===== config.mk =====
export PLATFORM = sky130hd
export DESIGN_NAME = rf_scrub_ctrl_flat
export DESIGN_NICKNAME = d
export VERILOG_FILES = /design/src/rtl/rf_scrub_ctrl_pkg.sv /design/src/rtl/rf_scrub_ctrl_if.sv /design/src/rtl/rf_scrub_ctrl_sat_counter.sv /design/src/rtl/rf_scrub_ctrl_seu_ff_rst.sv /design/src/rtl/rf_scrub_ctrl.sv /design/src/flat_wrapper.sv
export SDC_FILE = /design/constraint.sdc
export NUM_CORES = 1
export LEC_CHECK = 0
export BUFFER_PORTS_ARGS = -buffer_cell sky130_fd_sc_hd__buf_4
export CAP_MARGIN = 20
export CORE_ASPECT_RATIO = 0.8
export CORE_UTILIZATION = 45
export CTS_CLUSTER_SIZE = 12
export DETAILED_ROUTE_END_ITERATION = 12
export PLACE_DENSITY = 0.68
export SETUP_SLACK_MARGIN = 0.02
export SYNTH_ARGS = -nofsm -noshare
export SYNTH_HDL_FRONTEND = slang
export SYNTH_SLANG_ARGS = --single-unit
export TNS_END_PERCENT = 50

===== constraint.sdc =====
create_clock -name s_clk_i -period 10.78 [get_ports s_clk_i]
set_clock_uncertainty 0.15 [all_clocks]
set_input_delay 1.617 -clock s_clk_i [delete_from_list [all_inputs] [get_ports s_clk_i]]
set_output_delay 1.617 -clock s_clk_i [all_outputs]
set_load 0.005 [all_outputs]

===== src/rtl/rf_scrub_ctrl_pkg.sv =====
// rtl/rf_scrub_ctrl_pkg.sv - shared types and helpers for the register-file scrubber
// Holds the scrub FSM encoding and the register-file address type.
package rf_scrub_ctrl_pkg;

  typedef logic [4:0] rf_add;

  typedef enum logic [1:0] {
    SCRUB_IDLE = 2'd0,
    SCRUB_WAIT = 2'd1,
    SCRUB_REQ  = 2'd2,
    SCRUB_HOLD = 2'd3
  } scrub_fsm;

  localparam rf_add SCRUB_ADD_FIRST = 5'd1;
  localparam rf_add SCRUB_ADD_LAST  = 5'd31;

  // x0 is hard-wired zero, so the walk covers x1..x31 only
  function automatic rf_add scrub_next_add(input rf_add a);
    return (a == SCRUB_ADD_LAST) ? SCRUB_ADD_FIRST : rf_add'(a + 5'd1);
  endfunction

endpackage


===== src/rtl/rf_scrub_ctrl_if.sv =====
// rtl/rf_scrub_ctrl_if.sv - control/status bundle between decode, ACM and the scrubber
// master drives the scrub controls and sees the grant; slave is the scrubber itself.
interface rf_scrub_ctrl_if #(
  parameter int IW = 16,
  parameter int CW = 8
);

  logic          s_enable_i;
  logic [IW-1:0] s_interval_i;
  logic          s_port_free_i;
  logic          s_acm_busy_i;
  logic          s_acm_repair_i;
  logic          s_cnt_clr_i;
  logic          s_scrub_req_o;
  logic [4:0]    s_scrub_add_o;
  logic          s_busy_o;
  logic [CW-1:0] s_corr_cnt_o;

  modport master (
    output s_enable_i, s_interval_i, s_port_free_i, s_acm_busy_i, s_acm_repair_i, s_cnt_clr_i,
    input  s_scrub_req_o, s_scrub_add_o, s_busy_o, s_corr_cnt_o
  );

  modport slave (
    input  s_enable_i, s_interval_i, s_port_free_i, s_acm_busy_i, s_acm_repair_i, s_cnt_clr_i,
    output s_scrub_req_o, s_scrub_add_o, s_busy_o, s_corr_cnt_o
  );

endinterface


===== src/rtl/rf_scrub_ctrl_sat_counter.sv =====
// rtl/rf_scrub_ctrl_sat_counter.sv - saturating event counter, clear wins over increment
// Holds at all-ones instead of wrapping so long-running statistics never alias to small values.
module sat_counter #(
  parameter int W = 8
) (
  input  logic         clk_i,
  input  logic         rstn_i,
  input  logic         clr_i,
  input  logic         inc_i,
  output logic [W-1:0] cnt_o
);

  always_ff @(posedge clk_i or negedge rstn_i) begin
    if (!rstn_i) begin
      cnt_o <= '0;
    end else if (clr_i) begin
      cnt_o <= '0;
    end else if (inc_i && (cnt_o != {W{1'b1}})) begin
      cnt_o <= cnt_o + W'(1);
    end
  end

endmodule


===== src/rtl/rf_scrub_ctrl_seu_ff_rst.sv =====
// rtl/rf_scrub_ctrl_seu_ff_rst.sv - fault-injectable register with async active-low reset
// Kept as a distinct cell so upset-injection tooling can target every instance.
module seu_ff_rst #(
  parameter int           W       = 1,
  parameter logic [W-1:0] RST_VAL = '0
) (
  input  logic         clk_i,
  input  logic         rstn_i,
  input  logic [W-1:0] d_i,
  output logic [W-1:0] q_o
);

  always_ff @(posedge clk_i or negedge rstn_i) begin
    if (!rstn_i) begin
      q_o <= RST_VAL;
    end else begin
      q_o <= d_i;
    end
  end

endmodule


===== src/rtl/rf_scrub_ctrl.sv =====
// rtl/rf_scrub_ctrl.sv - background ECC scrubber borrowing idle read port 2 (x1..x31)
// Optional statistics counter built only when ACM_SCRUB_STATS_EN is defined.
module rf_scrub_ctrl
  import rf_scrub_ctrl_pkg::*;
#(
  parameter int IW = 16,
  parameter int CW = 8
) (
  input  logic            s_clk_i,
  input  logic            s_resetn_i,
  rf_scrub_ctrl_if.slave  bus
);

  logic [1:0]    state_q;
  scrub_fsm      state;
  scrub_fsm      state_n;
  rf_add         add_q;
  rf_add         add_n;
  logic [IW-1:0] cnt_q;
  logic [IW-1:0] cnt_n;
  logic [IW-1:0] reload;
  logic          run;
  logic          grant;
  logic          busy;

  assign state  = scrub_fsm'(state_q);
  assign run    = bus.s_enable_i && (bus.s_interval_i != '0);
  // interval is sampled only here, so a new value lands at the next reload
  assign reload = bus.s_interval_i - IW'(1);

  seu_ff_rst #(.W(2), .RST_VAL(2'(SCRUB_IDLE))) u_state_ff (
    .clk_i  (s_clk_i),
    .rstn_i (s_resetn_i),
    .d_i    (state_n),
    .q_o    (state_q)
  );

  seu_ff_rst #(.W(5), .RST_VAL(SCRUB_ADD_FIRST)) u_add_ff (
    .clk_i  (s_clk_i),
    .rstn_i (s_resetn_i),
    .d_i    (add_n),
    .q_o    (add_q)
  );

  seu_ff_rst #(.W(IW), .RST_VAL('0)) u_cnt_ff (
    .clk_i  (s_clk_i),
    .rstn_i (s_resetn_i),
    .d_i    (cnt_n),
    .q_o    (cnt_q)
  );

  always_comb begin
    state_n = state;
    add_n   = add_q;
    cnt_n   = cnt_q;
    if (!run) begin
      state_n = SCRUB_IDLE;
      cnt_n   = '0;
    end else begin
      case (state)
        SCRUB_IDLE: begin
          state_n = SCRUB_WAIT;
          cnt_n   = reload;
        end
        SCRUB_WAIT: begin
          if (cnt_q == '0) begin
            state_n = SCRUB_REQ;
          end else begin
            cnt_n = cnt_q - IW'(1);
          end
        end
        SCRUB_REQ: begin
          // no grant means wait indefinitely: decode always has priority on the port
          if (grant) begin
            add_n   = scrub_next_add(add_q);
            cnt_n   = reload;
            state_n = bus.s_acm_repair_i ? SCRUB_HOLD : SCRUB_WAIT;
          end
        end
        SCRUB_HOLD: begin
          if (!bus.s_acm_busy_i) begin
            state_n = SCRUB_WAIT;
            cnt_n   = reload;
          end
        end
        default: state_n = SCRUB_IDLE;
      endcase
    end
  end

  always_comb begin
    grant = 1'b0;
    busy  = (state != SCRUB_IDLE);
    if (state == SCRUB_REQ) begin
      grant = run && bus.s_port_free_i && !bus.s_acm_busy_i;
    end
  end

  assign bus.s_scrub_req_o = grant;
  assign bus.s_scrub_add_o = grant ? add_q : 5'd0;
  assign bus.s_busy_o      = busy;

`ifdef ACM_SCRUB_STATS_EN
  sat_counter #(.W(CW)) u_stats (
    .clk_i  (s_clk_i),
    .rstn_i (s_resetn_i),
    .clr_i  (bus.s_cnt_clr_i),
    .inc_i  (grant && bus.s_acm_repair_i),
    .cnt_o  (bus.s_corr_cnt_o)
  );
`else
  logic unused_cnt_clr;
  assign unused_cnt_clr   = bus.s_cnt_clr_i;
  assign bus.s_corr_cnt_o = '0;
`endif

endmodule


===== src/flat_wrapper.sv =====
// flat-port wrapper written by rule: the top's interface ports become plain ports
module rf_scrub_ctrl_flat import rf_scrub_ctrl_pkg::*;
#(
  parameter int IW = 16,
  parameter int CW = 8
)
  (s_clk_i, s_resetn_i, bus_s_enable_i, bus_s_interval_i, bus_s_port_free_i, bus_s_acm_busy_i, bus_s_acm_repair_i, bus_s_cnt_clr_i, bus_s_scrub_req_o, bus_s_scrub_add_o, bus_s_busy_o, bus_s_corr_cnt_o);
  rf_scrub_ctrl_if #(.IW(IW), .CW(CW)) bus_i ();
  input  logic s_clk_i;
  input  logic s_resetn_i;
  input wire logic [$bits(bus_i.s_enable_i)-1:0] bus_s_enable_i;
  input wire logic [$bits(bus_i.s_interval_i)-1:0] bus_s_interval_i;
  input wire logic [$bits(bus_i.s_port_free_i)-1:0] bus_s_port_free_i;
  input wire logic [$bits(bus_i.s_acm_busy_i)-1:0] bus_s_acm_busy_i;
  input wire logic [$bits(bus_i.s_acm_repair_i)-1:0] bus_s_acm_repair_i;
  input wire logic [$bits(bus_i.s_cnt_clr_i)-1:0] bus_s_cnt_clr_i;
  output wire logic [$bits(bus_i.s_scrub_req_o)-1:0] bus_s_scrub_req_o;
  output wire logic [$bits(bus_i.s_scrub_add_o)-1:0] bus_s_scrub_add_o;
  output wire logic [$bits(bus_i.s_busy_o)-1:0] bus_s_busy_o;
  output wire logic [$bits(bus_i.s_corr_cnt_o)-1:0] bus_s_corr_cnt_o;
  assign bus_i.s_enable_i = bus_s_enable_i;
  assign bus_i.s_interval_i = bus_s_interval_i;
  assign bus_i.s_port_free_i = bus_s_port_free_i;
  assign bus_i.s_acm_busy_i = bus_s_acm_busy_i;
  assign bus_i.s_acm_repair_i = bus_s_acm_repair_i;
  assign bus_i.s_cnt_clr_i = bus_s_cnt_clr_i;
  assign bus_s_scrub_req_o = bus_i.s_scrub_req_o;
  assign bus_s_scrub_add_o = bus_i.s_scrub_add_o;
  assign bus_s_busy_o = bus_i.s_busy_o;
  assign bus_s_corr_cnt_o = bus_i.s_corr_cnt_o;
  rf_scrub_ctrl #(.IW(IW), .CW(CW)) u_core (.s_clk_i(s_clk_i), .s_resetn_i(s_resetn_i), .bus(bus_i));
endmodule

==> results of run 1 <==
area by class of cell:
cell class	instances	area (µm²)	share of cell area
multi-input cells	214	1370	0.593
well taps	57	71.3	0.0309
repair buffers	30	225	0.0977
flip-flops and latches	23	577	0.250
inverters	5	18.8	0.00814
clock buffers	4	45.0	0.0195
worst max-delay path by stage:
| stage | slack (ns) | startpoint | endpoint | depth (start not counted) |
|---|---|---|---|---|
| global placement | 5.48 | bus_s_interval_i[3] | bus_s_scrub_add_o[0] | 6 |
| global route | 5.42 | bus_s_interval_i[3] | bus_s_scrub_add_o[2] | 6 |
| finish | 5.48 | bus_s_interval_i[3] | bus_s_scrub_add_o[4] | 6 |
| CTS | 5.48 | bus_s_interval_i[3] | bus_s_scrub_add_o[4] | 6 |
| detailed placement | 5.48 | bus_s_interval_i[3] | bus_s_scrub_add_o[4] | 6 |
| floorplan | 5.74 | bus_s_interval_i[3] | bus_s_scrub_add_o[0] | 5 |
cells in the mapped netlist, drive strengths merged (4+ instances only):
cell type,number
buf,13
nor4,10
nor3,10
nand2b,4
and2,10
nor3b,4
dfrtp,22
nand2,20
o21ai,18
and3,5
nand3,7
a31oi,8
ha,7
a21oi,17
o22ai,4
or4,5
nor2b,5
a22oi,4
clkbuf,5
inv,5
mux2i,6
nor2,18
stage by stage:
stage,util,setup slack [ns]
2_1_floorplan,-,5.74
3_3_place_gp,0.528,5.48
3_5_place_dp,0.528,5.48
4_1_cts,0.538,5.48
5_1_grt,0.538,5.42
6_report,0.538,5.48
sequential cells by signal, indices dropped and copies added, names as in the netlist:
name                   flops
u_core.u_cnt_ff.q_o       16
u_core.u_state_ff.q_o      2
u_core.u_add_ff.q_o        5
routing by layer:
layer	GRT usage	up-vias
li1	-	994
met4	0.0613	0
met5	0	-
met3	0.0647	10
met1	0.349	972
met2	0.375	89
power breakdown:
group | internal [W] | switching [W] | total [W]
registers | 0.0000986 | 0.0000173 | 0.000116
logic | 0.0000443 | 0.0000621 | 0.000106
clock network | 0.0000265 | 0.0000313 | 0.0000579
worst reg2reg max path, cell delays in order, from the launching register on:
cell	delay (ns)
dfrtp_1	0.42
inv_1	0.09
ha_1	0.14
buf_4	0.35
mux2i_1	0.29
ha_1	0.30
nor4b_1	0.43
nand2_1	0.28
a221oi_1	0.50
a32oi_1	0.17
a21oi_1	0.19
cells by family (layout without fill, tap and decap cells):
logic type	count (synthesis)	after routing	share of synthesized area
muxes	8	8	0.0422
adders and majority gates	7	7	0.0428
xor gates and xnor gates	2	2	0.00857
and+or+nand+nor	115	115	0.314
AOI/OAI and AO/OA	74	74	0.247
buffers and inverters	23	39	0.0618
other	1	8	0.00183
DFF	23	23	0.282
==> impl_metrics.xml, run 1 <==
<?xml version="1.0" encoding="UTF-8"?>
<metrics>
  <group name="synthesis">
    <metric name="avgSynthCellArea" unit="µm²">8.08</metric>
    <metric name="synth.yosys.seq_area_share" unit="">0.282</metric>
    <metric name="syn_area" unit="µm²">2040</metric>
    <metric name="yosys.cell_types.count" unit="">56</metric>
    <metric name="ys_top_cells_by_area" unit="">dfrtp_1, ha_1, a21oi_1</metric>
    <metric name="netlist_instances" unit="">253</metric>
    <metric name="synth_top_cell_area_share" unit="">0.269</metric>
    <metric name="synth.ff_latch_count" unit="">23</metric>
    <metric name="number_of_warnings_reported_in_the_yosys_synthesis_log" unit="">0</metric>
    <metric name="number_of_enable_flip_flop_cells_after_synthesis" unit="">0</metric>
    <metric name="synth_top_cell_by_area" unit="">dfrtp_1</metric>
    <metric name="synth_top_flop_cell" unit="">dfrtp_1</metric>
    <metric name="synth-async-reset-ratio" unit="">1.00</metric>
  </group>
  <group name="setup_path">
    <metric name="crit_arrival" unit="ns">3.53</metric>
    <metric name="critical-path-max-stage-delay" unit="ns">0.55</metric>
    <metric name="crit_chain" unit="">buf_4, or4_4, or4_4, o311a_4, and2_1, buf_4</metric>
    <metric name="critPathBufInv" unit="">2</metric>
    <metric name="regToRegSetupSlack" unit="ns">7.40</metric>
    <metric name="worst_path_dominant_cell_family" unit="">simple AND/OR/NAND/NOR gates</metric>
    <metric name="crit_path_top_delay_cell" unit="">or4_4</metric>
    <metric name="timing.critical_path.from_type" unit="">input pin</metric>
    <metric name="critical_path.reg2reg.startpoint" unit="">u_core.u_state_ff.q_o[1]$_DFFE_PN0P_</metric>
    <metric name="crit-reg2reg-capture" unit="">u_core.u_cnt_ff.q_o[14]$_DFFE_PN0P_</metric>
    <metric name="worst-endpoint-required" unit="ns">9.01</metric>
    <metric name="critPathKind" unit="">input pin to output pin</metric>
    <metric name="timing.reg2reg.worst_path_depth" unit="">10</metric>
    <metric name="worstSetupEndpointType" unit="">output pin</metric>
    <metric name="path_max_fanout" unit="">12</metric>
  </group>
  <group name="global_routing">
    <metric name="grt_overflow_total" unit="">0</metric>
    <metric name="grt.total_usage" unit="">0.248</metric>
    <metric name="grt_pass1_vias" unit="">1932</metric>
    <metric name="initial_antenna_violation_count" unit="">0</metric>
    <metric name="grt_pass1_wl" unit="µm">9580</metric>
    <metric name="grt_start_max_net_pins" unit="">42</metric>
  </group>
  <group name="placed_design">
    <metric name="gpl.final_weighted_congestion" unit="">0.889</metric>
    <metric name="dpl.cell_count" unit="">329</metric>
    <metric name="hpwl_dp" unit="µm">3900</metric>
    <metric name="placed_area" unit="µm²">2260</metric>
    <metric name="placement.io_buffers" unit="">28</metric>
  </group>
  <group name="drt">
    <metric name="detail_route.first_pass.iterations" unit="">5</metric>
    <metric name="final_antenna_net_count" unit="">0</metric>
    <metric name="met1Wirelength" unit="µm">2600</metric>
    <metric name="wl_met3" unit="µm">425</metric>
    <metric name="route.top_layer_used" unit="">met4</metric>
    <metric name="first_iter_violations" unit="">205</metric>
    <metric name="detailroute.via_count" unit="">2065</metric>
    <metric name="remaining_drc_errors" unit="">0</metric>
    <metric name="dr_wl_met2" unit="µm">2370</metric>
    <metric name="drt-vias-per-instance" unit="">6.20</metric>
    <metric name="routed_wl" unit="µm">5450</metric>
    <metric name="routedWlPerCell" unit="µm">16.4</metric>
  </group>
  <group name="clock_network">
    <metric name="post-cts-setup-buffers" unit="">0</metric>
    <metric name="clockBufferDepth" unit="">2</metric>
    <metric name="clock_tree_from_tritoncts" unit="">yes</metric>
    <metric name="clkSinkCount" unit="">23</metric>
    <metric name="postCtsResizedCells" unit="">0</metric>
    <metric name="htreeDepth" unit="">1</metric>
    <metric name="clkLatencyLatePin" unit="ns">0.28</metric>
    <metric name="cts_hold_buf" unit="">0</metric>
    <metric name="cts_made_buffers" unit="">3</metric>
    <metric name="cts.reportedPaths.clkPinSlew" unit="ns">0.09</metric>
    <metric name="clockRootBuffer" unit="">clkbuf_8</metric>
  </group>
  <group name="worst_hold_path">
    <metric name="holdPathStages" unit="">2</metric>
    <metric name="worst_hold_startpoint" unit="">u_core.u_add_ff.q_o[0]$_DFFE_PN1P_</metric>
    <metric name="whs_endpoint" unit="">u_core.u_add_ff.q_o[0]$_DFFE_PN1P_</metric>
    <metric name="min-delay-path-class" unit="">flop to flop</metric>
  </group>
  <group name="finish">
    <metric name="layoutNonFillerInstCount" unit="">333</metric>
    <metric name="layout.cells.most_common" unit="">buf_4</metric>
    <metric name="design.final.nets" unit="">307</metric>
    <metric name="fillers" unit="">412</metric>
    <metric name="layout_common_cells" unit="">buf_4, dfrtp_1, nand2_1</metric>
    <metric name="syn_to_final_growth" unit="%">12.7</metric>
    <metric name="layout-drive-gt1-share" unit="">0.167</metric>
    <metric name="finish.instance_area" unit="µm²">2300</metric>
    <metric name="num_antenna_cells" unit="">0</metric>
  </group>
  <group name="sta">
    <metric name="setup_viol" unit="">0</metric>
    <metric name="rsz0062_at_grt" unit="">no</metric>
    <metric name="period_minus_slack" unit="ns">5.30</metric>
    <metric name="max-slew-margin-rel" unit="">0.415</metric>
    <metric name="transition_time_at_the_pin_with_the_least_slew_margin" unit="ns">0.878</metric>
    <metric name="hold_viol" unit="">0</metric>
    <metric name="max_clock_freq" unit="GHz">0.189</metric>
    <metric name="final.hold.worst_slack" unit="ns">0.377</metric>
    <metric name="finalCritPeriodShare" unit="">0.492</metric>
    <metric name="final.setup.tns" unit="ns">0</metric>
    <metric name="finalMaxSlewViolations" unit="">0</metric>
  </group>
  <group name="floorplanning">
    <metric name="rows" unit="">21</metric>
    <metric name="initial_utilization" unit="">0.477</metric>
    <metric name="floorplan.die_area" unit="µm²">4820</metric>
    <metric name="die_x" unit="µm">77.4</metric>
    <metric name="io-pin-count" unit="">38</metric>
    <metric name="fp.coreArea" unit="µm²">4280</metric>
    <metric name="y_dimension_of_the_die" unit="µm">62.3</metric>
  </group>
  <group name="run_status">
    <metric name="run_status" unit="">finished clean</metric>
  </group>
  <group name="power">
    <metric name="total_leakage_power" unit="nW">0.954</metric>
    <metric name="design_power_total" unit="W">0.000280</metric>
    <metric name="max-vdd-ir-drop" unit="V">0.0000543</metric>
    <metric name="power_per_cell_area" unit="nW/µm²">122</metric>
  </group>
  <group name="job">
    <metric name="max_cap_viol_count" unit="">0</metric>
  </group>
</metrics>
No activity file was read; power rests on OpenSTA's default activity.
==> run 2, diff against run 1 <==
ABC_AREA = 1   (was not set)
PLACE_DENSITY = 0.7   (was 0.68)
clock period = 4.2 ns   (was 10.78 ns; I/O delays follow)
==> impl_metrics.xml, run 2 <==
<?xml version="1.0" encoding="UTF-8"?>
<metrics>
  <group name="finish">
    <metric name="layout-drive-gt1-share" unit="">0.204</metric>
    <metric name="num_antenna_cells" unit="">0</metric>
    <metric name="finish.utilization" unit="">0.535</metric>
    <metric name="syn_to_final_growth" unit="%">12.3</metric>
    <metric name="layout.cells.most_common" unit="">nand2_1</metric>
    <metric name="largest_register_ffs" unit="">16</metric>
    <metric name="registers.top_by_ff_count" unit="">u_core.u_cnt_ff.q_o</metric>
    <metric name="design.final.nets" unit="">370</metric>
    <metric name="layout_top_registers" unit="">u_core.u_cnt_ff.q_o x16, u_core.u_add_ff.q_o x5, u_core.u_state_ff.q_o x2</metric>
    <metric name="finish.instance_area" unit="µm²">2280</metric>
    <metric name="layout_common_cells" unit="">nand2_1, nor2_1, inv_1</metric>
  </group>
  <group name="synthesis">
    <metric name="number_of_warnings_reported_in_the_yosys_synthesis_log" unit="">0</metric>
    <metric name="ys_top_cells_by_count" unit="">nand2_1, nor2_1, inv_1</metric>
    <metric name="avgSynthCellArea" unit="µm²">6.46</metric>
    <metric name="syn_area" unit="µm²">2030</metric>
    <metric name="number_of_enable_flip_flop_cells_after_synthesis" unit="">0</metric>
    <metric name="synth_top_cell_area_share" unit="">0.271</metric>
    <metric name="ys_top_cells_by_area" unit="">dfrtp_1, nand2_1, nor2_1</metric>
    <metric name="synth-async-reset-ratio" unit="">1.00</metric>
    <metric name="synth.yosys.seq_area_share" unit="">0.284</metric>
    <metric name="synth.ff_latch_count" unit="">23</metric>
    <metric name="synth_top_cell_by_area" unit="">dfrtp_1</metric>
    <metric name="synthMostInstantiatedCell" unit="">nand2_1</metric>
    <metric name="netlist_instances" unit="">314</metric>
    <metric name="yosys.cell_types.count" unit="">30</metric>
    <metric name="synth_top_flop_cell" unit="">dfrtp_1</metric>
  </group>
  <group name="sta">
    <metric name="period_minus_slack" unit="ns">2.96</metric>
    <metric name="final.hold.worst_slack" unit="ns">0.0921</metric>
    <metric name="max_clock_freq" unit="GHz">0.338</metric>
    <metric name="transition_time_at_the_pin_with_the_least_slew_margin" unit="ns">0.868</metric>
    <metric name="finalMaxSlewViolations" unit="">0</metric>
    <metric name="rsz0062_at_grt" unit="">no</metric>
    <metric name="setup_viol" unit="">0</metric>
    <metric name="final.setup.tns" unit="ns">0</metric>
    <metric name="max-slew-margin-rel" unit="">0.421</metric>
    <metric name="hold_viol" unit="">0</metric>
    <metric name="finalCritPeriodShare" unit="">0.705</metric>
  </group>
  <group name="drt">
    <metric name="first_iter_violations" unit="">100</metric>
    <metric name="final_antenna_net_count" unit="">0</metric>
    <metric name="drt-vias-per-instance" unit="">4.74</metric>
    <metric name="detail_route.first_pass.iterations" unit="">4</metric>
    <metric name="routed_wl" unit="µm">4410</metric>
    <metric name="remaining_drc_errors" unit="">0</metric>
    <metric name="routedWlPerCell" unit="µm">11.1</metric>
    <metric name="detailroute.via_count" unit="">1876</metric>
  </group>
  <group name="floorplanning">
    <metric name="initial_utilization" unit="">0.476</metric>
    <metric name="rows" unit="">21</metric>
    <metric name="die_x" unit="µm">77.1</metric>
    <metric name="fp.coreArea" unit="µm²">4260</metric>
    <metric name="io-pin-count" unit="">38</metric>
    <metric name="floorplan.die_area" unit="µm²">4780</metric>
    <metric name="y_dimension_of_the_die" unit="µm">62.0</metric>
  </group>
  <group name="global_routing">
    <metric name="grt_pass1_wl" unit="µm">7230</metric>
    <metric name="grt_overflow_total" unit="">0</metric>
    <metric name="grt.total_usage" unit="">0.194</metric>
    <metric name="initial_antenna_violation_count" unit="">0</metric>
    <metric name="grt_pass1_vias" unit="">1558</metric>
    <metric name="grt_start_max_net_pins" unit="">31</metric>
  </group>
  <group name="setup_path">
    <metric name="path_max_fanout" unit="">21</metric>
    <metric name="timing.critical_path.to" unit="">u_core.u_cnt_ff.q_o[14]$_DFFE_PN0P_</metric>
    <metric name="regToRegSetupSlack" unit="ns">1.24</metric>
    <metric name="timing.critical_path.from_type" unit="">flop</metric>
    <metric name="crit_path_start" unit="">u_core.u_state_ff.q_o[1]$_DFFE_PN0P_</metric>
    <metric name="critical_path.reg2reg.startpoint" unit="">u_core.u_state_ff.q_o[1]$_DFFE_PN0P_</metric>
    <metric name="worstSetupEndpointType" unit="">flop</metric>
    <metric name="crit_arrival" unit="ns">3.01</metric>
    <metric name="timing.reg2reg.worst_path_depth" unit="">12</metric>
    <metric name="crit-reg2reg-capture" unit="">u_core.u_cnt_ff.q_o[14]$_DFFE_PN0P_</metric>
    <metric name="critPathKind" unit="">flop to flop</metric>
    <metric name="worst-endpoint-required" unit="ns">4.25</metric>
  </group>
  <group name="clock_network">
    <metric name="cts_hold_buf" unit="">0</metric>
    <metric name="cts.reportedPaths.clkPinSlew" unit="ns">0.09</metric>
    <metric name="clock_tree_from_tritoncts" unit="">yes</metric>
    <metric name="clockRootBuffer" unit="">clkbuf_8</metric>
    <metric name="htreeDepth" unit="">1</metric>
    <metric name="postCtsResizedCells" unit="">0</metric>
    <metric name="cts_made_buffers" unit="">3</metric>
    <metric name="post-cts-setup-buffers" unit="">0</metric>
    <metric name="clkLatencyLatePin" unit="ns">0.27</metric>
    <metric name="clockBufferDepth" unit="">2</metric>
    <metric name="clkSinkCount" unit="">23</metric>
  </group>
  <group name="run_status">
    <metric name="run_status" unit="">finished clean</metric>
  </group>
  <group name="placed_design">
    <metric name="placed_area" unit="µm²">2230</metric>
    <metric name="gpl.final_weighted_congestion" unit="">0.820</metric>
    <metric name="hpwl_dp" unit="µm">3370</metric>
    <metric name="placement.io_buffers" unit="">28</metric>
  </group>
  <group name="power">
    <metric name="power_per_cell_area" unit="nW/µm²">581</metric>
    <metric name="total_leakage_power" unit="nW">1.16</metric>
    <metric name="max-vdd-ir-drop" unit="V">0.000294</metric>
  </group>
  <group name="worst_hold_path">
    <metric name="min-delay-path-class" unit="">input pin to async pin</metric>
  </group>
  <group name="job">
    <metric name="max_cap_viol_count" unit="">0</metric>
  </group>
</metrics>
-- run 2: worst max-delay path: stages (launching register included) --
cell	delay (ns)
dfrtp_1	0.41
inv_1	0.09
ha_1	0.72
inv_2	0.35
nand2_1	0.15
nand2_1	0.11
nor2_1	0.22
inv_1	0.08
nor2_1	0.27
nand2_1	0.09
nand2_1	0.06
nand3_1	0.06
o21ai_1	0.12
-- run 2: worst min-delay path by stage --
stage,from,end,cells past startpoint
2_1_floorplan,s_resetn_i,u_core.u_add_ff.q_o[1]$_DFFE_PN0P_,0
3_3_place_gp,u_core.u_cnt_ff.q_o[15]$_DFFE_PN0P_,u_core.u_cnt_ff.q_o[15]$_DFFE_PN0P_,2
3_5_place_dp,u_core.u_cnt_ff.q_o[15]$_DFFE_PN0P_,u_core.u_cnt_ff.q_o[15]$_DFFE_PN0P_,2
4_1_cts,s_resetn_i,u_core.u_add_ff.q_o[3]$_DFFE_PN0P_,1
5_1_grt,s_resetn_i,u_core.u_add_ff.q_o[2]$_DFFE_PN0P_,1
6_report,s_resetn_i,u_core.u_add_ff.q_o[3]$_DFFE_PN0P_,1
-- run 2: through the flow --
step,instances,setup slack (ns),power (W)
CTS,396,1.26,0.00133
detailed placement,392,1.27,0.00118
global placement,392,1.30,0.00117
finish,396,1.24,0.00132
floorplan,321,2.00,0.00104
global route,396,0.895,0.00146
-- run 2: cell type report --
class | count | area, µm²
Fill cell | 441 | 1980
Multi-Input combinational cell | 244 | 1210
Sequential cell | 23 | 577
Timing Repair Buffer | 30 | 225
Inverter | 38 | 145
Tap cell | 57 | 71.3
Clock buffer | 3 | 41.3
Clock inverter | 1 | 5.00
-- run 2: cell families after synthesis --
family                     after synthesis  synth area share
buffers and inverters                   54             0.130
adders and majority gates                7            0.0432
other                                    1           0.00185
DFF                                     23             0.284
AOI/OAI and AO/OA                       32            0.0888
xor gates and xnor gates                 2           0.00864
and+or+nand+nor                        195             0.443
-- run 2: metal layers --
layer  global-route usage  vias up  part of all wire
li1                     -     1007                 -
met1                0.277      830              0.53
met2                0.311       35              0.42
met3               0.0380        4             0.044
met4               0.0323        0            0.0061
met5                    0        -                 0
-- run 2: power by group --
group	leakage [nW]	switching [W]	internal, W
sequential	0.287	0.0000657	0.000308
combinational	0.851	0.000524	0.000281
clock	0.0255	0.0000786	0.0000664
